File: config.mk
export PLATFORM = sky130hd
export DESIGN_NAME = gpio_input_debouncer
export DESIGN_NICKNAME = d
export VERILOG_FILES = /design/src/rtl/gpio_defs.sv /design/src/rtl/debounce_bit.sv /design/src/rtl/gpio_input_debouncer.sv
export SDC_FILE = /design/constraint.sdc
export NUM_CORES = 1
export LEC_CHECK = 0
export CORE_UTILIZATION = 38
export DETAILED_ROUTE_END_ITERATION = 10
export PLACE_DENSITY_LB_ADDON = 0.2
export SYNTH_ARGS = -nofsm -noshare
export SYNTH_HDL_FRONTEND = slang
export SYNTH_SLANG_ARGS = --single-unit
export TNS_END_PERCENT = 20
File: constraint.sdc
create_clock -name clk -period 5.42 [get_ports clk]
set_clock_uncertainty 0.15 [all_clocks]
set_input_delay 1.084 -clock clk [delete_from_list [all_inputs] [get_ports clk]]
set_output_delay 1.084 -clock clk [all_outputs]
set_load 0.03 [all_outputs]
File: src/rtl/gpio_defs.sv
// gpio_defs: shared GPIO widths and debounce timing defaults.
package gpio_defs;
  localparam int GPIO_WIDTH = 8;
  localparam int DEBOUNCE_STABLE_CYCLES = 500000;
  localparam int DEBOUNCE_SYNC_STAGES = 2;
endpackage

File: src/rtl/debounce_bit.sv
// debounce_bit: synchronizer, stability counter, debounced level and edge pulses for one switch.
module debounce_bit #(
  parameter int SYNC_STAGES = gpio_defs::DEBOUNCE_SYNC_STAGES,
  parameter int STABLE_CYCLES = gpio_defs::DEBOUNCE_STABLE_CYCLES
) (
  input  logic clk,
  input  logic rst,
  input  logic din_i,
  output logic dout_o,
  output logic rise_o,
  output logic fall_o,
  output logic chg_o
);
  localparam int CNT_W = $clog2(STABLE_CYCLES + 1);
  localparam logic [CNT_W-1:0] LAST = CNT_W'(STABLE_CYCLES - 1);
  logic [SYNC_STAGES-1:0] sync_q;
  logic [CNT_W-1:0] cnt_q, cnt_d;
  logic out_q, rise_q, fall_q;
  logic synced, diff, accept;
  always_comb begin
    synced = sync_q[SYNC_STAGES-1];
    diff = synced ^ out_q;
    accept = diff && (cnt_q == LAST);
    // Any agreement with the accepted level, or an acceptance, restarts the count.
    cnt_d = (!diff || accept) ? '0 : cnt_q + 1'b1;
  end
  always_ff @(posedge clk) begin
    if (rst) begin
      sync_q <= '0;
      cnt_q <= '0;
      out_q <= 1'b0;
      rise_q <= 1'b0;
      fall_q <= 1'b0;
    end else begin
      sync_q <= {sync_q[SYNC_STAGES-2:0], din_i};
      cnt_q <= cnt_d;
      out_q <= accept ? synced : out_q;
      rise_q <= accept && synced;
      fall_q <= accept && !synced;
    end
  end
  assign dout_o = out_q;
  assign rise_o = rise_q;
  assign fall_o = fall_q;
  assign chg_o = accept;
endmodule

File: src/rtl/gpio_input_debouncer.sv
// gpio_input_debouncer: per-bit debouncers for the board switches plus a sticky change flag.
module gpio_input_debouncer
  import gpio_defs::*;
#(
  parameter int WIDTH = GPIO_WIDTH,
  parameter int SYNC_STAGES = DEBOUNCE_SYNC_STAGES,
  parameter int STABLE_CYCLES = DEBOUNCE_STABLE_CYCLES
) (
  input  logic             clk,
  input  logic             rst,
  input  logic [WIDTH-1:0] Switch_In,
  output logic [WIDTH-1:0] Switch_Out,
  output logic [WIDTH-1:0] Rise_Pulse,
  output logic [WIDTH-1:0] Fall_Pulse,
  output logic             Change_Flag,
  input  logic             Flag_Clear
);
  logic [WIDTH-1:0] chg;
  logic change_flag_q, change_flag_d;
  for (genvar i = 0; i < WIDTH; i++) begin : g_bit
    debounce_bit #(
      .SYNC_STAGES(SYNC_STAGES),
      .STABLE_CYCLES(STABLE_CYCLES)
    ) u_bit (
      .clk(clk),
      .rst(rst),
      .din_i(Switch_In[i]),
      .dout_o(Switch_Out[i]),
      .rise_o(Rise_Pulse[i]),
      .fall_o(Fall_Pulse[i]),
      .chg_o(chg[i])
    );
  end
  // A pulse registering on this edge beats a simultaneous clear.
  always_comb change_flag_d = |chg ? 1'b1 : Flag_Clear ? 1'b0 : change_flag_q;
  always_ff @(posedge clk) begin
    if (rst) change_flag_q <= 1'b0;
    else change_flag_q <= change_flag_d;
  end
  assign Change_Flag = change_flag_q;
endmodule

# Word-level counts from Yosys, hierarchy flattened
# Index checks and enable logic that the tools add are counted.
[totals] reg_bits=193 input_bits=11 elab_cells=125
[op_classes] n_addsub=8 n_eq_ne=8 mux=2 bitwise=8 n_reduce_logical=58
[ops] operator="$add 19x1->19 const B" count=8
[ops] operator="$eq 19x19->1 const B" count=8
[ops] operator="$logic_and 1x1->1" count=24
[ops] operator="$logic_not 1->1" count=16
[ops] operator="$reduce_or 2->1" count=8
[ops] operator="$logic_or 1x1->1" count=8
[ops] operator="$reduce_or 8->1" count=1
[ops] operator="$xor 1x1->1" count=8
[ops] operator="$mux 1" count=2
[ops] operator="$reduce_bool 2->1" count=1

# Longest topological paths before layout
# Gate-level depths: netlist of the first run.
[logic_depth] depth_word=4 mapped_depth=8

# Cells and area by module
# A second synthesis of the first run with hierarchy kept.
[unflattened] cells_unflattened=917 area_unflattened_um2=8665.8
[by_module_without_submodules] mod="debounce_bit" n_inst=8 cells_each=114 area_each_um2=1076.0 seq_area_each_um2=480.5
[by_module_without_submodules] mod="gpio_input_debouncer" n_inst=1 cells_each=5 area_each_um2=57.6 seq_area_each_um2=20.0

# Least setup slack after synthesis of the first run
# OpenSTA, ideal clock, no wires.
[synth_path] path_type="input port to flip-flop" start="in rst" end="reg g_bit[0].u_bit.cnt_q[13]" arrival_time_ns=1.958 required_ns=5.205 path_slack_ns=3.247 stages=5 path_buffers=3 path_cell_list="buf_6 -> or3_1 -> buf_2 -> buf_2 -> nor2_1"
[synth_between] elab_chain_cells=1
[synth_rtl] element="from (decl)" line="gpio_input_debouncer.sv:10" rtl="input logic rst,"
[synth_rtl] element="$reduce_or 2->1 (no source line)"
[synth_rtl] element="to (signal assigned)" line="debounce_bit.sv:36" rtl="cnt_q <= cnt_d;"
[synth_rtl] element="to (decl)" line="debounce_bit.sv:17" rtl="logic [CNT_W-1:0] cnt_q, cnt_d;"
# No other way between the ends.
# A chain may end at the register's enable or synchronous reset.

# Worst setup path in the final report of the first run
[layout_path] start="reg g_bit[5].u_bit.out_q" end="out Switch_Out[5]"
[layout_lines] element="from (decl)" line="debounce_bit.sv:18" rtl="logic out_q, rise_q, fall_q;"
[layout_lines] element="from (signal assigned)" line="debounce_bit.sv:37" rtl="out_q <= accept ? synced : out_q;"
[layout_lines] element="to (decl)" line="gpio_input_debouncer.sv:12" rtl="output logic [WIDTH-1:0] Switch_Out,"
# No word-level cell between the ends.

==> results of run 1 <==
==> layout make-up <==
| type | count | area, um^2 |
|---|---|---|
| Timing Repair Buffer | 36 | 353 |
| Multi-Input combinational cell | 642 | 3880 |
| Sequential cell | 193 | 3860 |
| Clock buffer | 17 | 425 |
| Tap cell | 270 | 338 |
| Fill cell | 2046 | 11400 |
| Inverter | 10 | 37.5 |
| Clock inverter | 15 | 148 |
==> Yosys cell counts, drive strengths merged, types with 8 or more instances <==
cell | instances | area [um^2]
ha | 8 | 100
nor2 | 195 | 732
dfxtp | 193 | 3860
nor2b | 17 | 106
clkbuf | 13 | 48.8
nand3 | 58 | 290
mux2i | 8 | 80.1
nor4b | 18 | 158
and4 | 9 | 78.8
nor3 | 22 | 115
xnor2 | 76 | 666
nand2 | 54 | 203
inv | 10 | 37.5
buf | 30 | 238
nor4 | 15 | 93.8
nand4 | 26 | 163
and3 | 28 | 175
xor2 | 68 | 596
==> power by group <==
group	internal (mW)	leakage, nW	switching [mW]
clock	0.649	0.285	0.577
sequential	1.42	1.56	0.00512
combinational	0.0132	1.05	0.0184
total	2.09	2.89	0.601
==> registers in the layout, summed over array words and instances, names as in the netlist <==
name / count
Change_Flag: 1
g_bit.u_bit.cnt_q: 152
g_bit.u_bit.dout_o: 8
g_bit.u_bit.fall_o: 8
g_bit.u_bit.rise_o: 8
g_bit.u_bit.sync_q: 16
==> cells by family after synthesis <==
group           Yosys count
simple gates            478
xor+xnor                144
mux                       8
flops                   193
fa+ha+maj                 8
compound gates            4
buf+inv                  53
==> metal layers <==
metal	GRT usage [%]	share of wire (%)
met1	19.2	54
met2	20.9	42
met3	3.95	2.9
met4	4.54	1.1
met5	0	0
==> how the worst max path moves through the flow <==
| stage | endpoint | depth (start not counted) | slack, ns |
|---|---|---|---|
| finish | Switch_Out[5] | 1 | 2.60 |
| floorplan | g_bit[0].u_bit.cnt_q[13]$_SDFF_PP0_ | 5 | 3.25 |
| detailed placement | g_bit[1].u_bit.cnt_q[4]$_SDFF_PP0_ | 4 | 2.57 |
| CTS | Switch_Out[5] | 1 | 2.55 |
| global route | Switch_Out[2] | 1 | 2.52 |
| global placement | g_bit[1].u_bit.cnt_q[13]$_SDFF_PP0_ | 4 | 2.62 |
==> qor.yml, run 1 <==
outcome:
  status: "complete, no violations"
sta:
  post-route-period-util_pct: 52.1
  slew_headroom_pct: 41.6
  setup_slack_ns: 2.60
  worst_pin_slew_ns: 0.868
  finalCriticalPeriod_ns: 2.82
  finalHoldViolations: 0
  drv_slew: 0
  max_freq_mhz: 354
  whs_ns: 0.285
  setup_violations: 0
  finalSetupTns_ns: 0
  rsz0062_at_grt: "no"
clocking:
  post-cts-setup-buffer-count: 0
  clk_latency_ns: 0.43
  clockRootBuffer: "clkbuf_16"
  cts_tree: "yes"
  cts_htree_levels: 4
  cts_resized: 0
  numCtsBuffers: 17
  cts_hold_buf: 0
  cts_max_path_buffers: 2
  path_clk_slew_ns: 0.07
  clkSinkCount: 193
die:
  die-area_um2: 21800
  chipWidth_um: 148
  core_area_um2: 20500
  start_util_pct: 39.4
  num_rows: 52
  die_h_um: 148
  ioPinCount: 36
global_routing:
  antenna_found_initial: 0
  grt_max_degree: 27
  grt_pass1_vias: 5263
  grt_util_all_layers_pct: 13.9
  grt_pass1_wl_mm: 24.6
  overflow: 0
critical_path:
  startpoint: "g_bit[5].u_bit.dout_o$_SDFFE_PP0P_"
  cpPeakStageDelay_ns: 0.71
  critPathKind: "reg2out"
  cp-start-kind: "register"
  cp_cell_sequence: "clkdlybuf4s50_1"
  worst_ep_required_time_ns: 4.19
  r2r-end: "g_bit[0].u_bit.cnt_q[8]$_SDFF_PP0_"
  cp_num_buf_inv: 1
  reg2reg_depth: 6
  end_kind: "output port"
  rrSetupSlack_ns: 2.88
  critPathTopFamily: "buffers and inverters"
  r2r_start: "g_bit[0].u_bit.cnt_q[0]$_SDFF_PP0_"
  slowest_stage: "clkdlybuf4s50_1"
  cp_data_arrival_time_ns: 1.59
  crit_fanout: 5
worst_hold_path:
  min_from: "g_bit[2].u_bit.sync_q[0]$_SDFF_PP0_"
  hold_class: "reg2reg"
  holdPathEnd: "g_bit[2].u_bit.sync_q[1]$_SDFF_PP0_"
  min_path_cells: 1
power_and_ir_drop:
  total_leakage_power_nw: 2.89
  power.density_nw_per_um2: 297
  vdd_ir_drop_max_uv: 166
  power_mw: 2.69
detailed_routing:
  wl_per_cell_um: 12.1
  avgViaCountPerCell: 4.76
  first_pass_iters: 4
  drt_iter0_drc: 220
  routed_wl_mm: 14.3
  remaining_drc_errors: 0
  ant_nets: 0
  vias: 5634
place:
  dp_worst_setup_slack_ns: 2.57
  gp_congestion: 0.762
  io_buffers: 35
  dp_hpwl_mm: 9.81
  placed_area_um2: 8470
  placed_cells: 1151
synthesis:
  synth_nets: 907
  synth-edff-count: 0
  ys_seq_area_share_pct: 47.9
  synth_compound_area_share_pct: 0.419
  synth_cell_types: 40
  synth_top_family_by_area: "simple AND/OR/NAND/NOR gates"
  ys_ff_latch: 193
  synth_mux_area_share_pct: 0.992
  postSynth.asyncResetShare_pct: 0
  synth_top_flop_cell: "dfxtp_1"
  syn-cell-area_um2: 8070
  synthCells: 888
  synth_area_per_cell_um2: 9.09
  yosys.area_share.adder_pct: 1.24
  synth-xor-area-share_pct: 15.6
  yosysWarnings: 0
  synthSimpleGateAreaFrac_pct: 29.8
finish:
  final_cell_mix: "195 x nor2_1, 193 x dfxtp_1, 76 x xnor2_1"
  final_util_pct: 44.1
  finalNetCount: 919
  syn_to_final_growth_pct: 12.1
  drive_gt1_share_pct: 4.38
  instances_no_fill: 1183
  antenna_cells: 0
  final_cell_area_um2: 9050
  layout_commonest_cell: "nor2_1"
job:
  cap_violations: 0
No activity file was read; power rests on OpenSTA's default activity.
==> inputs of run 2 (changes only) <==
- clock period: 5.42 -> 2.6 ns (I/O delays scaled with it)
==> qor.yml, run 2 (synthesis gave the netlist of run 1 again) <==
detailed_routing:
  routed_wl_mm: 14.4  # +0.71%
  avgViaCountPerCell: 4.74  # -0.37%
  drt_iter0_drc: 224  # +1.8%
  remaining_drc_errors: 0  # unchanged
  vias: 5670  # +0.64%
  wl_per_cell_um: 12.0  # -0.30%
  first_pass_iters: 4  # unchanged
  ant_nets: 0  # unchanged
die:
  core_area_um2: 20500  # unchanged
  die_h_um: 148  # unchanged
  ioPinCount: 36  # unchanged
  start_util_pct: 39.4  # unchanged
  chipWidth_um: 148  # unchanged
  die-area_um2: 21800  # unchanged
  num_rows: 52  # unchanged
power_and_ir_drop:
  power.density_nw_per_um2: 614  # +110%
  total_leakage_power_nw: 2.95  # +2.0%
  vdd_ir_drop_max_uv: 367  # +120%
worst_hold_path:
  min_from: "rst"
  min_path_cells: 2  # +1
  hold_class: "in2reg"
  holdPathEnd: "g_bit[2].u_bit.sync_q[1]$_SDFF_PP0_"
global_routing:
  grt_util_all_layers_pct: 14.2  # +0.30 points
  grt_max_degree: 20  # -26%
  grt_pass1_wl_mm: 25.0  # +1.7%
  grt_pass1_vias: 5317  # +1.0%
  antenna_found_initial: 0  # unchanged
  overflow: 0  # unchanged
sta:
  setup_violations: 0  # unchanged
  setup_slack_ns: 0.350  # -2.25 ns
  rsz0062_at_grt: "no"
  finalCriticalPeriod_ns: 2.25
  drv_slew: 0  # unchanged
  worst_pin_slew_ns: 0.791  # -0.0772 ns
  post-route-period-util_pct: 86.5
  finalHoldViolations: 0  # unchanged
  whs_ns: 0.278  # -0.00651 ns
  slew_headroom_pct: 46.8  # +5.2 points
  max_freq_mhz: 444
  finalSetupTns_ns: 0  # unchanged
finish:
  finalNetCount: 932  # +1.4%
  syn_to_final_growth_pct: 13.3
  n_fill_cell: 2064  # +0.88%
  regMostFlops: "g_bit.u_bit.cnt_q"
  largest_reg_flops: 152  # unchanged
  drive_gt1_share_pct: 5.51  # +1.1 points
  top_regs: "g_bit.u_bit.cnt_q (152), g_bit.u_bit.sync_q (16)"
  final_cell_mix: "195 x nor2_1, 193 x dfxtp_1, 76 x xnor2_1"
  antenna_cells: 0  # unchanged
  layout_commonest_cell: "nor2_1"
clocking:
  cts_max_path_buffers: 2  # unchanged
  path_clk_slew_ns: 0.07  # about the same
  cts_hold_buf: 0  # unchanged
  cts_resized: 0  # unchanged
  clkSinkCount: 193  # unchanged
  post-cts-setup-buffer-count: 0  # unchanged
  cts_htree_levels: 4  # unchanged
  cts_tree: "yes"
  clk_latency_ns: 0.43  # about the same
  numCtsBuffers: 17  # unchanged
  clockRootBuffer: "clkbuf_16"
critical_path:
  cp_data_arrival_time_ns: 1.58  # about the same
  worst_ep_required_time_ns: 1.93  # -2.26 ns
  cp_cell_sequence: "clkdlybuf4s50_1"
  end_kind: "output port"
  critPathTopFamily: "buffers and inverters"
  cp-start-kind: "register"
  slowest_stage: "clkdlybuf4s50_1"
  rrSetupSlack_ns: 0.39  # -2.49 ns
  crit_fanout: 5  # unchanged
  r2r_start: "g_bit[6].u_bit.cnt_q[14]$_SDFF_PP0_"
  critPathKind: "reg2out"
  reg2reg_depth: 6  # unchanged
  cpPeakStageDelay_ns: 0.71  # about the same
  cp_num_buf_inv: 1  # unchanged
  r2r-end: "g_bit[6].u_bit.cnt_q[6]$_SDFF_PP0_"
place:
  dp_hpwl_mm: 9.97  # +1.6%
  dp_worst_setup_slack_ns: 0.418  # -2.15 ns
  gp_congestion: 0.758  # -0.58%
  io_buffers: 35  # unchanged
job:
  cap_violations: 0  # unchanged
outcome:
  status: "complete, no violations"
[run 2: cell count changes in the layout (fill, tap and decap cells not counted)]
cell and delta:
inv_6 -2, clkinv_2 +1, buf_4 +13, clkbuf_1 +1, clkbuf_8 +1, bufinv_16 +1, inv_8 -3
[run 2: area by class of cell]
| class | instances | area, um^2 | area share [%] |
|---|---|---|---|
| inverters | 10 | 37.5 | 0.410 |
| flip-flops and latches | 193 | 3860 | 42.2 |
| multi-input cells | 642 | 3880 | 42.4 |
| clock buffers | 19 | 443 | 4.84 |
| clock inverters | 12 | 131 | 1.44 |
| well taps | 270 | 338 | 3.69 |
| repair buffers | 49 | 450 | 4.93 |
[run 2: how the worst max path moves through the flow]
stage                                                   start                                   to  cells past startpoint
after detailed placement  g_bit[6].u_bit.cnt_q[14]$_SDFF_PP0_   g_bit[6].u_bit.cnt_q[4]$_SDFF_PP0_                      6
after CTS                  g_bit[6].u_bit.dout_o$_SDFFE_PP0P_                        Switch_Out[6]                      1
after global routing      g_bit[6].u_bit.cnt_q[14]$_SDFF_PP0_  g_bit[6].u_bit.cnt_q[12]$_SDFF_PP0_                      6
after global placement    g_bit[6].u_bit.cnt_q[14]$_SDFF_PP0_  g_bit[6].u_bit.cnt_q[16]$_SDFF_PP0_                      6
final                      g_bit[6].u_bit.dout_o$_SDFFE_PP0P_                        Switch_Out[6]                      1
after floorplan            g_bit[0].u_bit.cnt_q[0]$_SDFF_PP0_  g_bit[0].u_bit.cnt_q[10]$_SDFF_PP0_                      8
[run 2: metrics by stage]
step                      instances  util [%]  area, um^2  total power [mW]
after floorplan                 888         -        8070              3.09
after global placement         1164      41.8        8570              3.12
after detailed placement       1164      41.8        8570              3.13
after CTS                      1195      44.6        9150              5.71
after global routing           1195      44.6        9150              5.84
final                          1195      44.6        9150              5.62
[run 2: layer usage]
layer | vias to the layer above | track usage [%] | part of all wire (%)
met5 | - | 0 | 0
met4 | 0 | 5.93 | 1.4
met3 | 14 | 3.33 | 2.8
met2 | 54 | 21.3 | 42
met1 | 2592 | 19.6 | 53
li1 | 3010 | - | -
[run 2: power by group]
part,internal (mW),total [mW],switching [mW]
sequential,2.97,2.98,0.0105
combinational,0.0344,0.0747,0.0403
clock,1.44,2.56,1.12
total,4.45,5.62,1.17
==> inputs of run 3 (changes only) <==
- GPL_TIMING_DRIVEN: unset -> 0
- clock period: 2.6 -> 2.9 ns (I/O delays scaled with it)
==> qor.yml, run 3 (synthesis gave the netlist of run 1 again) <==
power_and_ir_drop:
  total_leakage_power_nw: 3.09  # +4.7%
  p_sw_share_pct: 19.2  # -1.6 points
  intPower_mw: 4.32  # -2.9%
  power_mw: 5.34  # -4.9%
  combPwrFrac_pct: 1.3  # about the same
  p_sw_mw: 1.02  # -12%
  clkPwrFrac_pct: 48.6  # +3.0 points
  vdd_ir_drop_max_uv: 348  # -5.1%
  p_seq_share_pct: 50.0  # -3.1 points
  power.density_nw_per_um2: 568  # -7.5%
clocking:
  clkSinkCount: 193  # unchanged
  cts_hold_buf: 0  # unchanged
  clockRootBuffer: "clkbuf_16"
  cts_tree: "yes"
  numCtsBuffers: 17  # unchanged
  cts_resized: 0  # unchanged
  cts_max_path_buffers: 2  # unchanged
  clk_latency_ns: 0.42  # about the same
  path_clk_slew_ns: 0.07  # about the same
  post-cts-setup-buffer-count: 0  # unchanged
  cts_htree_levels: 4  # unchanged
detailed_routing:
  vias: 5803  # +2.3%
  drt_iter0_drc: 175  # -22%
  wl_per_cell_um: 12.2  # +1.6%
  remaining_drc_errors: 0  # unchanged
  ant_nets: 0  # unchanged
  avgViaCountPerCell: 4.75  # about the same
  routed_wl_mm: 14.9  # +3.9%
  first_pass_iters: 6  # +2
finish:
  largest_reg_flops: 152  # unchanged
  final_cell_mix: "195 x nor2_1, 193 x dfxtp_1, 76 x xnor2_1"
  regMostFlops: "g_bit.u_bit.cnt_q"
  multi_input_area_um2: 3880  # unchanged
  layout_commonest_cell: "nor2_1"
  antenna_cells: 0  # unchanged
  finalNetCount: 961  # +3.1%
  syn_to_final_growth_pct: 16.6
  top_regs: "g_bit.u_bit.cnt_q (152), g_bit.u_bit.sync_q (16)"
  seq_area_um2: 3860  # unchanged
  drive_gt1_share_pct: 6.83  # +1.3 points
  n_fill_cell: 2002  # -3.0%
global_routing:
  overflow: 0  # unchanged
  grt_util_all_layers_pct: 14.8  # +0.57 points
  antenna_found_initial: 0  # unchanged
  grt_pass1_vias: 5480  # +3.1%
  grt_max_degree: 17  # -15%
  grt_pass1_wl_mm: 26.0  # +3.7%
sta:
  slew_headroom_pct: 44.2  # -2.6 points
  finalCriticalPeriod_ns: 2.55
  setup_violations: 0  # unchanged
  finalSetupTns_ns: 0  # unchanged
  worst_pin_slew_ns: 0.830  # +0.0390 ns
  rsz0062_at_grt: "no"
  finalHoldViolations: 0  # unchanged
  max_freq_mhz: 393
  post-route-period-util_pct: 87.8
  drv_slew: 0  # unchanged
outcome:
  status: "complete, no violations"
die:
  chipWidth_um: 148  # unchanged
  die_h_um: 148  # unchanged
  core_area_um2: 20500  # unchanged
  ioPinCount: 36  # unchanged
  die-area_um2: 21800  # unchanged
  start_util_pct: 39.4  # unchanged
  num_rows: 52  # unchanged
critical_path:
  end_kind: "register"
  cp_common_cell: "buf_2"
  cp_cell_sequence: "ha_1, and4_1, nand3_1, nor4_1, or3_1, buf_2, buf_2, nor2_1"
  slowest_stage: "nor4_1"
  critPathTopFamily: "simple AND/OR/NAND/NOR gates"
  cpPeakStageDelay_ns: 0.59  # -0.12 ns
  r2r_start: "g_bit[0].u_bit.cnt_q[0]$_SDFF_PP0_"
  startpoint: "g_bit[0].u_bit.cnt_q[0]$_SDFF_PP0_"
  cp_data_arrival_time_ns: 2.71  # +1.13 ns
  critPathKind: "reg2reg"
  cp_num_buf_inv: 2  # +1
  cp-start-kind: "register"
  crit_fanout: 10  # +5
  worst_ep_required_time_ns: 3.06  # +1.13 ns
place:
  dp_hpwl_mm: 10.4  # +4.8%
  io_buffers: 35  # unchanged
  gp_congestion: 0.769  # +1.5%
job:
  cap_violations: 0  # unchanged
worst_hold_path:
  min_from: "g_bit[1].u_bit.sync_q[0]$_SDFF_PP0_"
  hold_class: "reg2reg"
==> run 3: changes by cell type in the layout (fill, tap and decap cells not counted), sizes merged <==
cell / delta
clkinv: -4
inv: -3
clkdlybuf4s50: +1
clkinvlp: +2
clkbuf: +12
bufinv: +4
buf: +15
==> run 3: worst reg2reg max path: stages, from the launching register on <==
cell     delay, ns
dfxtp_1       0.36
ha_1          0.23
and4_1        0.26
nand3_1       0.11
nor4_1        0.59
or3_1         0.20
buf_2         0.21
buf_2         0.26
nor2_1        0.08
==> run 3: routing by layer <==
metal | GRT usage (%) | up-vias | part of all wire (%)
li1 | - | 3082 | -
met1 | 20.9 | 2658 | 54
met2 | 22.1 | 58 | 43
met3 | 3.92 | 5 | 3.0
met4 | 4.02 | 0 | 0.61
met5 | 0 | - | 0
==> run 3: stage by stage <==
| step | cells | util [%] | cell area [um^2] | worst slack [ns] | hold slack [ns] |
|---|---|---|---|---|---|
| 6_report | 1222 | 45.9 | 9410 | 0.355 | 0.285 |
| 5_1_grt | 1222 | 45.9 | 9410 | 0.150 | 0.314 |
| 4_1_cts | 1222 | 45.9 | 9410 | 0.310 | 0.288 |
| 3_5_place_dp | 1193 | 42.7 | 8760 | 0.0734 | 0.273 |
| 3_3_place_gp | 1193 | 42.7 | 8760 | 0.0937 | 0.271 |
| 2_1_floorplan | 888 | - | 8070 | 0.751 | 0.263 |
==> run 3: power by group through the flow <==
stage / Sequential (mW) / Combinational, mW / Clock, mW
floorplan: 2.73 / 0.0415 / 0
global placement: 2.73 / 0.0722 / 0
detailed placement: 2.73 / 0.0727 / 0
CTS: 2.67 / 0.0728 / 2.67
global route: 2.67 / 0.0797 / 2.78
finish: 2.67 / 0.0707 / 2.60
==> run 3: final timing paths <==
path / end / slack (ns) / cells after the start
worst max-delay path: g_bit[0].u_bit.cnt_q[17]$_SDFF_PP0_ / 0.35 / 8
worst min-delay path: g_bit[1].u_bit.sync_q[1]$_SDFF_PP0_ / 0.28 / 1
worst max register to register: g_bit[0].u_bit.cnt_q[17]$_SDFF_PP0_ / 0.35 / 8
worst min register to register: g_bit[1].u_bit.sync_q[1]$_SDFF_PP0_ / 0.28 / 1
==> run 3: area by class of cell <==
cell class	instances	area share, %
buffer	43	3.05
clock buffer	18	4.67
clock inverter	11	2.26
inverter	10	0.399
multi-input combinational	642	41.2
sequential	193	41.1
tap	270	3.59
timing repair buffer	35	3.72
